File: config.mk
export PLATFORM = sky130hd
export DESIGN_NAME = prd_bus_master
export DESIGN_NICKNAME = d
export VERILOG_FILES = /design/src/rtl/prd_bus_master.sv
export SDC_FILE = /design/constraint.sdc
export NUM_CORES = 1
export LEC_CHECK = 0
export ABC_AREA = 1
export CORE_UTILIZATION = 40
export CTS_CLUSTER_SIZE = 30
export DETAILED_ROUTE_END_ITERATION = 7
export GPL_TIMING_DRIVEN = 1
export PLACE_DENSITY = 0.77
export SKIP_CTS_REPAIR_TIMING = 1
export SLEW_MARGIN = 20
export SYNTH_ARGS = -nofsm -noshare
export SYNTH_HDL_FRONTEND = slang
export SYNTH_SLANG_ARGS = --single-unit
File: constraint.sdc
create_clock -name clk -period 2.05 [get_ports clk]
set_clock_uncertainty 0.15 [all_clocks]
set_input_delay 0.41 -clock clk [delete_from_list [all_inputs] [get_ports clk]]
set_output_delay 0.41 -clock clk [all_outputs]
set_load 0.1 [all_outputs]
File: src/rtl/prd_bus_master.sv
`default_nettype none
// ============================================================================
// Module   : prd_bus_master
// Function : PRD command-board bus master. Arbitrates two requesters and runs
//            each grant as a timed setup/strobe/hold bus cycle.
//            Define PRD_BUS_ARB_RR_EN for round-robin arbitration
//            (fixed priority, requester 0 first, otherwise).
// Revision : 1.0 - initial release
// ============================================================================
module prd_bus_master #(
  parameter logic [3:0]  CS         = 4'b1011,
  parameter int unsigned SETUP_CYC  = 1,
  parameter int unsigned STROBE_CYC = 2,
  parameter int unsigned HOLD_CYC   = 1
) (
  input  logic        clk,
  input  logic        iRes,
  input  logic        iBl,
  input  logic        iReq0,
  input  logic        iReq1,
  input  logic        iWr0,
  input  logic        iWr1,
  input  logic [1:0]  iA0,
  input  logic [1:0]  iA1,
  input  logic [15:0] iD0,
  input  logic [15:0] iD1,
  output logic        oAck0,
  output logic        oAck1,
  output logic [15:0] oQ,
  output logic [3:0]  oCS,
  output logic [1:0]  oA,
  output logic        oRd,
  output logic        oWr,
  output logic [15:0] oD,
  output logic        oDOe,
  input  logic [15:0] iD
);

  localparam logic [3:0] c_SETUP_N  = (SETUP_CYC  == 0) ? 4'd1 : 4'(SETUP_CYC);
  localparam logic [3:0] c_STROBE_N = (STROBE_CYC == 0) ? 4'd1 : 4'(STROBE_CYC);
  localparam logic [3:0] c_HOLD_N   = (HOLD_CYC   == 0) ? 4'd1 : 4'(HOLD_CYC);

  localparam logic [1:0] c_IDLE   = 2'd0;
  localparam logic [1:0] c_SETUP  = 2'd1;
  localparam logic [1:0] c_STROBE = 2'd2;
  localparam logic [1:0] c_HOLD   = 2'd3;

  logic [1:0]  r_state;
  logic [3:0]  r_cnt;
  logic        r_grant;
  logic        r_wr;

  logic        w_any;
  logic        w_pick;
  logic        w_wr;
  logic [1:0]  w_addr;
  logic [15:0] w_data;

  assign w_any = iReq0 | iReq1;

`ifdef PRD_BUS_ARB_RR_EN
  logic r_rrLast;
  // On a tie the requester that was not served last wins.
  assign w_pick = (iReq0 & iReq1) ? ~r_rrLast : iReq1;
`else
  assign w_pick = ~iReq0;
`endif

  assign w_wr   = w_pick ? iWr1 : iWr0;
  assign w_addr = w_pick ? iA1  : iA0;
  assign w_data = w_pick ? iD1  : iD0;

  always_ff @(posedge clk or posedge iRes) begin
    if (iRes) begin
      r_state <= c_IDLE;
      r_cnt   <= 4'd0;
      r_grant <= 1'b0;
      r_wr    <= 1'b0;
      oCS     <= ~CS;
      oA      <= 2'd0;
      oRd     <= 1'b1;
      oWr     <= 1'b1;
      oD      <= 16'd0;
      oDOe    <= 1'b0;
      oAck0   <= 1'b0;
      oAck1   <= 1'b0;
      oQ      <= 16'd0;
`ifdef PRD_BUS_ARB_RR_EN
      r_rrLast <= 1'b1;
`endif
    end else begin
      oAck0 <= 1'b0;
      oAck1 <= 1'b0;
      case (r_state)
        c_IDLE: begin
          // The ack cycle never grants: a requester still holding req on
          // its ack clock must not be served twice.
          if (iBl && !oAck0 && !oAck1 && w_any) begin
            r_grant <= w_pick;
            r_wr    <= w_wr;
            oCS     <= CS;
            oA      <= w_addr;
            if (w_wr) begin
              oD   <= w_data;
              oDOe <= 1'b1;
            end
            r_cnt   <= c_SETUP_N - 4'd1;
            r_state <= c_SETUP;
`ifdef PRD_BUS_ARB_RR_EN
            r_rrLast <= w_pick;
`endif
          end
        end
        c_SETUP: begin
          if (r_cnt == 4'd0) begin
            oRd     <= r_wr;
            oWr     <= ~r_wr;
            r_cnt   <= c_STROBE_N - 4'd1;
            r_state <= c_STROBE;
          end else begin
            r_cnt <= r_cnt - 4'd1;
          end
        end
        c_STROBE: begin
          if (r_cnt == 4'd0) begin
            oRd <= 1'b1;
            oWr <= 1'b1;
            if (!r_wr) begin
              oQ <= iD;
            end
            r_cnt   <= c_HOLD_N - 4'd1;
            r_state <= c_HOLD;
          end else begin
            r_cnt <= r_cnt - 4'd1;
          end
        end
        default: begin
          if (r_cnt == 4'd0) begin
            oCS     <= ~CS;
            oDOe    <= 1'b0;
            oAck0   <= ~r_grant;
            oAck1   <= r_grant;
            r_state <= c_IDLE;
          end else begin
            r_cnt <= r_cnt - 4'd1;
          end
        end
      endcase
    end
  end

endmodule
`default_nettype wire

==> reports/qor.csv <==
metric,value,unit
area.growth.synth_to_final,69.80,%
detail-route-antenna-nets,0,
synth.area.top_cells,"dfrtp_1, nand2_1, inv_1",
rsz0062_at_grt,false,
detail_route.wl_per_cell,12.52,microns
yosys_warnings,0,
postSynthCellCount,276,
worst_r2r_endpoint,r_cnt[0]$_DFFE_PP0P_,
tritoncts_clock_tree,built,
yosys.area.top_type_share,0.4962,
cap_viol_max_count,0,
critPathSlowestCell,dfrtp_1,
layout.filler_cells,417,
setup.worst_path.end_class,register,
finalCritPeriodShare,0.8626,
fp-row-count,27,
setup_slack_on_the_worst_flop_to_flop_path,280,ps
worst-slew-pin-transition,332.4,ps
diodes,0,
mostFrequentLayoutCell,nand2_1,
dp_hpwl,4539,microns
share_of_post_route_cells_with_drive_strength_above_1,0.1842,
cp_cell_sequence,"inv_1, ha_1, nor2_1, nand4_1, nand2_1, inv_2, nand3_1, o21ai_0",
max_stage_delay_on_crit_path,380,ps
numClockSinks,49,
avgSynthCellArea,8.405,sq um
clock_insertion_delay_worst_skew,300,ps
clkTransAtPathRegs,90,ps
core,5540,sq um
port_buffers,101,
chipWidth,78.16,microns
cp.depth,8,
detail_route.drc_violations,0,
synth_nets,340,
post_layout_nonfiller_instances,452,
worst_path_dominant_cell_family,simple AND/OR/NAND/NOR gates,
yosysUniqueCellTypes,28,
first_iter_violations,161,
worst-path-buf-inv,2,
synth_top_area_cell,dfrtp_1,
setup_violations,0,
critical_path_arrival,1800,ps
final_nets,443,
synth-seq-cells,49,
tns,0,ps
synth.cell_area,2320,sq um
grt_pass1_vias,2113,
worst_setup_path_endpoint,r_cnt[0]$_DFFE_PP0P_,
overflow,0,
layout_common_cells,"nand2_1, clkdlybuf4s50_1, dfrtp_1, buf_12, inv_1",
worstPathMaxFanout,5,
first_pass_grt_wire_length,9729,microns
synth_seq_area_share,0.5302,
timing.final.max_slew_violations,0,
route.vias.total,2176,
drt_pre_antenna_iters,4,
grt_max_degree,50,
hp-class,in2async,
die_area,6108,sq um
die_y,78.16,microns
ctsRootBufferMaster,clkbuf_8,
required,2080,ps
worst_setup_path_start_kind,register,
reg2regPathDepth,8,
route.detailed.vias_per_inst,4.814,
slew_headroom,0.7784,
place.gp.congestion,0.9357,
critical_path.startpoint,r_state[0]$_DFFE_PP0P_,
h-tree-depth,2,
floorplan.initialDensity,0.4187,
hold_ws,308.4,ps
dpl.cell_count,444,
design_area,3939,sq um
path_class,reg2reg,
min_period,1768,ps
final_hold_violation_count,0,
ios,102,
clk_path_buf_depth,2,
multi_input_area,874.6,sq um
register_area,1230,sq um
detail_route.wirelength,5659,microns
antenna_found_initial,0,
result_of_the_run,"complete, no violations",
cts_made_buffers,5,
gr-usage-all-layers,0.2046,
worst_r2r_startpoint,r_state[0]$_DFFE_PP0P_,
achievable-frequency,565.5,MHz
cell_area_after_placement,3849,sq um
[stage by stage]
step                      utilization  setup WS [ps]
after global placement         0.6947          65.62
final                          0.7109          281.6
after CTS                      0.7109          286.5
after detailed placement       0.6947          9.930
after floorplan                     -          122.7
after global routing           0.7109          98.45
[Yosys cell counts (all sizes together)]
cell type  count
nand2         80
dfrtp         46
inv           36
nor2          32
o21ai         26
a31oi         16
buf            9
nand3          8
ha             5
clkbuf         3
dfstp          3
nand4          3
a21oi          2
nor3           2
o21a           2
o31ai          2
o2111ai        1
[state kept, by name, indices dropped and copies added, names as in the netlist, 2 cells and up]
name     cells
oD          16
oA           2
oQ          16
r_cnt        4
r_state      2
oCS          2
[worst min-delay path, delay by kind of cell]
family	cells	cell delay, ps
buffers and inverters	3	720
[how the worst min path moves through the flow]
stage                                   start                end  slack (ps)  cells past startpoint
after global routing                     iRes  oQ[7]$_DFFE_PP0P_         350                      3
final                                    iRes  oQ[7]$_DFFE_PP0P_         310                      3
after detailed placement  r_grant$_DFFE_PP0P_    oAck0$_DFF_PP0_         300                      1
after global placement    r_grant$_DFFE_PP0P_    oAck0$_DFF_PP0_         310                      1
after floorplan           r_grant$_DFFE_PP0P_    oAck0$_DFF_PP0_         280                      1
after CTS                 r_grant$_DFFE_PP0P_    oAck0$_DFF_PP0_         310                      1
[metal layers]
layer / track usage / wire length (microns)
met5: 0 / 0
met3: 0.09070 / 641
met1: 0.2349 / 2167
met4: 0.07037 / 96
met2: 0.3386 / 2754
[kinds of logic after synthesis]
logic type,share of synthesized area
flops,0.5302
fa+ha+maj,0.02697
simple gates,0.2298
compound gates,0.1203
buf+inv,0.09277
[final cells by class]
cell class,instances,share of cell area
tap,72,0.02287
multi-input combinational,179,0.2220
clock buffer,8,0.02287
timing repair buffer,108,0.3856
inverter,36,0.03431
sequential,49,0.3123
Power is left out: the tool's default activity adds up to more than one toggle a clock period on the data nets, which glitch-free logic cannot reach.
